**src/rtl/lcd_rx_decoder.sv**
```systemverilog
// lcd_rx_decoder: receive side of the 4-bit HD44780-style write bus.
// Captures a nibble on each falling edge of lcd_e. After the 8-bit power-up
// sequence it pairs nibbles into bytes, executes the driver's command subset
// and keeps a shadow DDRAM of two 16-character lines.
module lcd_rx_decoder #(
   parameter logic [7:0] FILL_CHAR  = 8'h20,
   parameter logic [6:0] LINE2_BASE = 7'h40
) (
   input  logic         clk,
   input  logic         rst_n,
   input  logic         lcd_rs,
   input  logic         lcd_w,
   input  logic         lcd_e,
   input  logic [3:0]   data,
   output logic [127:0] line1,
   output logic [127:0] line2,
   output logic [6:0]   addr,
   output logic         display_on,
   output logic         four_bit,
   output logic [7:0]   byte_out,
   output logic         cmd_valid,
   output logic         data_valid,
   output logic         rd_err
);

   localparam logic [1:0] ST_INIT8 = 2'd0;
   localparam logic [1:0] ST_HI    = 2'd1;
   localparam logic [1:0] ST_LO    = 2'd2;

   logic [1:0] state;
   logic       e_q;
   logic [3:0] hi_nib;
   logic       incr;
   logic [7:0] l1 [16];
   logic [7:0] l2 [16];

   logic       strobe;
   logic       byte_done;
   logic [7:0] byte_w;
   logic [6:0] l2_off;
   logic       wr1, wr2, clr;
   logic [6:0] addr_inc, addr_dec, addr_step;

   // Falling edge of lcd_e; inputs are already synchronous to clk
   assign strobe    = e_q & ~lcd_e;
   assign byte_done = strobe & ~lcd_w & (state == ST_LO);
   assign byte_w    = {hi_nib, data};
   assign l2_off    = addr - LINE2_BASE;

   assign wr1 = byte_done & lcd_rs & (addr < 7'h10);
   assign wr2 = byte_done & lcd_rs & (addr >= LINE2_BASE) & (l2_off < 7'h10);
   assign clr = byte_done & ~lcd_rs & (byte_w == 8'h01);

   // HD44780 address counter stepping with the two-line wrap points
   always_comb begin
      addr_inc = addr + 7'd1;
      addr_dec = addr - 7'd1;
      if (addr == 7'h27) addr_inc = 7'h40;
      if (addr == 7'h67) addr_inc = 7'h00;
      if (addr == 7'h00) addr_dec = 7'h67;
      if (addr == 7'h40) addr_dec = 7'h27;
      addr_step = incr ? addr_inc : addr_dec;
   end

   // Shadow DDRAM cells: fill on reset and Clear, else write the addressed cell
   always_ff @(posedge clk or negedge rst_n) begin
      if (!rst_n) begin
         for (int i = 0; i < 16; i++) begin
            l1[i] <= FILL_CHAR;
            l2[i] <= FILL_CHAR;
         end
      end else begin
         for (int i = 0; i < 16; i++) begin
            if (clr) begin
               l1[i] <= FILL_CHAR;
               l2[i] <= FILL_CHAR;
            end else begin
               if (wr1 && addr[3:0] == 4'(i)) l1[i] <= byte_w;
               if (wr2 && l2_off[3:0] == 4'(i)) l2[i] <= byte_w;
            end
         end
      end
   end

   // Char 0 sits in the most significant byte of each line
   for (genvar g = 0; g < 16; g++) begin : g_pack
      assign line1[127-8*g -: 8] = l1[g];
      assign line2[127-8*g -: 8] = l2[g];
   end

   // Nibble FSM, command execution and status registers
   always_ff @(posedge clk or negedge rst_n) begin
      if (!rst_n) begin
         state      <= ST_INIT8;
         e_q        <= 1'b0;
         hi_nib     <= 4'h0;
         incr       <= 1'b1;
         addr       <= 7'h00;
         display_on <= 1'b0;
         four_bit   <= 1'b0;
         byte_out   <= 8'h00;
         cmd_valid  <= 1'b0;
         data_valid <= 1'b0;
         rd_err     <= 1'b0;
      end else begin
         e_q        <= lcd_e;
         cmd_valid  <= 1'b0;
         data_valid <= 1'b0;
         if (strobe) begin
            if (lcd_w) begin
               // reads are not supported; flag and leave the FSM alone
               rd_err <= 1'b1;
            end else begin
               case (state)
                  ST_INIT8: begin
                     // 8'h30 keeps 8-bit mode, 8'h20 switches to nibbles
                     if (!lcd_rs && data == 4'h2) begin
                        four_bit <= 1'b1;
                        state    <= ST_HI;
                     end
                  end
                  ST_HI: begin
                     hi_nib <= data;
                     state  <= ST_LO;
                  end
                  ST_LO: begin
                     state    <= ST_HI;
                     byte_out <= byte_w;
                     if (lcd_rs) begin
                        data_valid <= 1'b1;
                        addr       <= addr_step;
                     end else begin
                        cmd_valid <= 1'b1;
                        casez (byte_w)
                           8'b1???????: addr       <= byte_w[6:0];
                           8'b01??????: ;
                           8'b001?????: ;
                           8'b0001????: ;
                           8'b00001???: display_on <= byte_w[2];
                           8'b000001??: incr       <= byte_w[1];
                           8'b0000001?: addr       <= 7'h00;
                           8'b00000001: begin
                              addr <= 7'h00;
                              incr <= 1'b1;
                           end
                           default: ;
                        endcase
                     end
                  end
                  default: state <= ST_INIT8;
               endcase
            end
         end
      end
   end

endmodule
```
**config.mk**
```make
export PLATFORM = sky130hd
export DESIGN_NAME = lcd_rx_decoder
export DESIGN_NICKNAME = d
export VERILOG_FILES = /design/src/rtl/lcd_rx_decoder.sv
export SDC_FILE = /design/constraint.sdc
export NUM_CORES = 1
export LEC_CHECK = 0
export ABC_AREA = 0
export BUFFER_PORTS_ARGS = -buffer_cell sky130_fd_sc_hd__buf_2
export CORE_MARGIN = 2
export CORE_UTILIZATION = 40
export DETAILED_ROUTE_END_ITERATION = 8
export GPL_ROUTABILITY_DRIVEN = 0
export GPL_TIMING_DRIVEN = 0
export PLACE_DENSITY_LB_ADDON = 0.15
export REMOVE_ABC_BUFFERS = 1
export SLEW_MARGIN = 25
export SYNTH_ARGS = -nofsm -noshare
export SYNTH_HDL_FRONTEND = slang
export SYNTH_SLANG_ARGS = --single-unit
export TNS_END_PERCENT = 5
```
**constraint.sdc**
```tcl
create_clock -name clk -period 3.5 [get_ports clk]
set_clock_uncertainty 0.15 [all_clocks]
set_input_delay 0.525 -clock clk [delete_from_list [all_inputs] [get_ports clk]]
set_output_delay 0.525 -clock clk [all_outputs]
set_load 0.03 [all_outputs]
```
==> results.md <==
Run status
• finished clean — run status

Drt
• 0 — remaining routing DRC violations
• 32540 um — Routed Wire Length
• 8350 — vias post-DR
• 20.97 um — routed len/inst
• 0 — antenna violation net count after detailed routing
• 5.380 — average vias per placed instance
• 642 — DRC marker count from the first detailed-route iteration
• 5 — detailed-router iteration count before antenna repair

CTS
• 3 — maximum clock path buffer count
• 0.06 ns — Reg clk slew, reported paths
• built — CTS tree
• clkbuf_16 — Root Driver
• 1 — count of H-tree levels built during CTS
• 30 — clock buffer count from CTS
• 0.55 ns — clock insertion delay at the later pin of the skew report
• 284 — Clock Sink Count

Pwr
• 0.002456 W — NetSw
• 569.7 mW/mm^2 — PD cells
• 0.2985 — switching share of power
• 0.405 — proportion of power drawn by the clock network
• 0.005773 W — Cell Int Power
• 7.570 nW — cell leakage power
• 0.141 — part of the power in combinational logic
• 0.3048 mV — maximum resistive drop on vdd
• 0.454 — Reg power frac

Synthesis
• dfrtp_1 — Primary FF master, synth
• 251 x dfrtp_1, 160 x a22o_1, 71 x nor2_1, 65 x mux2i_1, 60 x nand2_1 — most frequent cells after synthesis
• 13.11 um^2 — mean post-synth cell area
• 0 — number of synthesized flops with an enable pin
• dfrtp_1 55%, a22o_1 12%, dfstp_2 7.6% — biggest area contributors in the synthesized netlist
• 0.6237 — part of the Yosys area used for sequential elements
• 874 — cells after synthesis
• 1.000 — share of async-settable or async-resettable flops after synthesis
• 0.5480 — share of the synthesized area in the top cell type
• 0 — number of warning messages in the yosys log
• 284 — #FFs+latches synth
• 0.01146 mm^2 — combined area of all synthesized cells
• dfrtp_1 — most numerous cell in the Yosys netlist
• 49 — number of unique standard cell types used by synthesis
• dfrtp_1 — biggest area consumer among synthesized cells

Worst hold path
• primary input to flop — HP Class
• 2 — worst hold stages
• lcd_w — Hold Path Origin
• rd_err — worst hold path endpoint

Floorplan
• 285 — Boundary Pins
• 0.02801 mm^2 — Core Box Area
• 61 — Cell Rows
• 0.03002 mm^2 — full die area
• 173.3 um — die extent in y
• 173.3 um — width of the chip
• 0.4092 — initial cell density of the core

Placed design
• 284 — Port-buffer cells
• 20890 um — half-perimeter wire length after placement
• 0.01334 mm^2 — Placed Area
• 1492 — post-placement cell count

Finish
• 26.05% — area added between synthesis and finish
• 2481 — filler instances
• 0.4131 — fraction of final layout cells with drive strength greater than 1
• 1552 — final cell count without fillers
• 0.01445 mm^2 — post-route cell area
• 0 — Ant. Diodes
• 1163 — final net count

Setup path
• flop to flop — Crit Path Category
• dfrtp_4 — cell type of the slowest stage on the worst timing path
• 3.78 ns — Data required, critical path
• line1[108] — r2r endpoint
• buf_4 — library cell appearing most often on the critical path
• 3.62 ns — Worst Path Arrival
• 21 — largest driver fanout on the critical path
• flop — kind of start point of the critical path
• 10 — Worst R2R Path Depth
• 0.60 ns — highest cell delay on the worst timing path
• 0.16 ns — Worst R2R Setup Slack
• buf_16, or4_1, or2_4, nor4_4, buf_4, buf_4, buf_6, buf_8, nor2_1, mux2_2 — cells along the critical path
• hi_nib[0] — FF-to-FF Start
• flop — crit path capture type

STA
• no — RSZ-0062 raised after global routing
• 0.9538 — part of the cycle the worst path needs
• 0.9401 ns — worst-margin pin slew
• 0 — total setup violations reported at the end of the flow
• 299.5 MHz — Max Clk Rate
• 0 — Final Max Slew Viols
• 0 — total count of hold-check failures in the final report
• 3.338 ns — minimum clock period after layout
• 0.3733 — Max-slew headroom

Global route
• met1 — busiest layer in global routing
• 50890 um — wire length of the first global-routing pass
• 8199 — number of global-route vias before repair
• 0.05504 — met3 Track Usage GR
• 0.3168 — met1 GRT Util
• 0.3133 — global-route track usage on met2
• 0 — grt ovf
• 0 — antenna violations before repair
• 80 — pin count of the biggest net entering global routing
• 0.2136 — total track usage

Flow run
• 0 — max-cap violation count

[registers in the layout, summed over array words and instances (netlist names)]
register    count
addr            7
byte_out        8
cmd_valid       1
data_valid      1
display_on      1
e_q             1
four_bit        1
hi_nib          4
incr            1
line1         128
line2         128
rd_err          1
state           2
[worst max path at each step]
| stage | from | end | slack, ns | cells past startpoint |
|---|---|---|---|---|
| finish | hi_nib[0] | line1[108] | 0.16 | 10 |
| global route | hi_nib[0] | line2[108] | 0.04 | 10 |
| global placement | hi_nib[2] | line2[100] | -3.64 | 5 |
| floorplan | hi_nib[2] | line1[100] | -0.95 | 5 |
| detailed placement | data[3] | line2[100] | -0.13 | 9 |
| CTS | hi_nib[0] | line2[100] | 0.01 | 9 |
[placed cells by master (no fill, tap or decap), types with 3 or more instances in the layout]
master,synthesis,routed
clkinv_2,0,7
dfstp_2,33,33
mux2i_1,65,65
buf_16,0,5
a21oi_1,10,10
o21ai_0,8,8
dfrtp_2,0,3
a22o_1,160,160
nor3_2,32,32
clkbuf_16,0,31
a31oi_1,5,5
nor2b_1,4,4
inv_1,10,10
nor3_1,5,5
nor2_4,5,5
nand2_1,60,59
buf_2,6,282
ha_1,4,4
clkbuf_8,0,10
nand3_1,8,8
mux2_2,44,44
buf_4,1,7
dfrtp_1,251,247
a31o_2,3,3
nor2_1,71,71
[area by class of cell]
type	count	area, um^2	share of cell area
sequential	284	7156	0.4953
inverter	10	37.54	0.002598
clock inverter	14	137.6	0.009527
multi-input combinational	522	4011	0.2777
timing repair buffer	302	1714	0.1187
clock buffer	42	917.1	0.06349
tap	378	473.0	0.03274
[through the flow]
step | hold slack, ns | setup WS, ns | setup TNS (ns) | power, W | utilization
floorplan | 0.07941 | -0.9460 | -168.11 | 0.004304 | -
global placement | 0.3055 | -3.641 | -1713.13 | 0.004862 | 0.4670
detailed placement | 0.3134 | -0.1320 | -2.974 | 0.004963 | 0.4763
CTS | 0.09120 | 0.01456 | 0 | 0.008316 | 0.5147
global route | 0.09538 | 0.03632 | 0 | 0.008572 | 0.5157
finish | 0.1122 | 0.1616 | 0 | 0.008230 | 0.5157
[kinds of logic (layout without fill, tap and decap cells)]
group           Yosys count  in the layout  share of synthesized area
compound gates          200            200                     0.1449
mux                     109            109                     0.1000
flops                   284            284                     0.6237
buf+inv                  68            368                    0.02718
fa+ha+maj                 4              4                   0.004367
simple gates            206            206                    0.09760
xor+xnor                  3              3                   0.002293
[worst max-delay path, delay by kind of cell, from the launching register on]
kind                   cells  cell delay, ns
buffers and inverters      5            0.95
DFF                        1            0.60
muxes                      1            0.32
and+or+nand+nor            4            1.18
[layer usage]
layer / vias up / share of wire
met5: - / 0
met4: 0 / 0.020
met3: 47 / 0.076
met2: 322 / 0.44
met1: 4227 / 0.47
li1: 3754 / -
[timing repair]
item / 4_1_cts / 5_1_grt
pin swaps: 1 / 1
gates resized for setup: 0 / 3
gates cloned: 0 / 0
hold buffers: 2 / 0
buffers inserted: 0 / 1
setup endpoints to repair: 15 / 45
hold endpoints to repair: 63 / 0
[power groups by stage]
stage	clock (W)	combinational [W]	sequential, W
after floorplan	0	0.000407	0.00390
after detailed placement	0	0.00117	0.00379
after global placement	0	0.000968	0.00389
after CTS	0.00341	0.00118	0.00373
final	0.00333	0.00116	0.00373
after global routing	0.00355	0.00127	0.00376
Note: power is estimated with default switching activity, not from simulation.
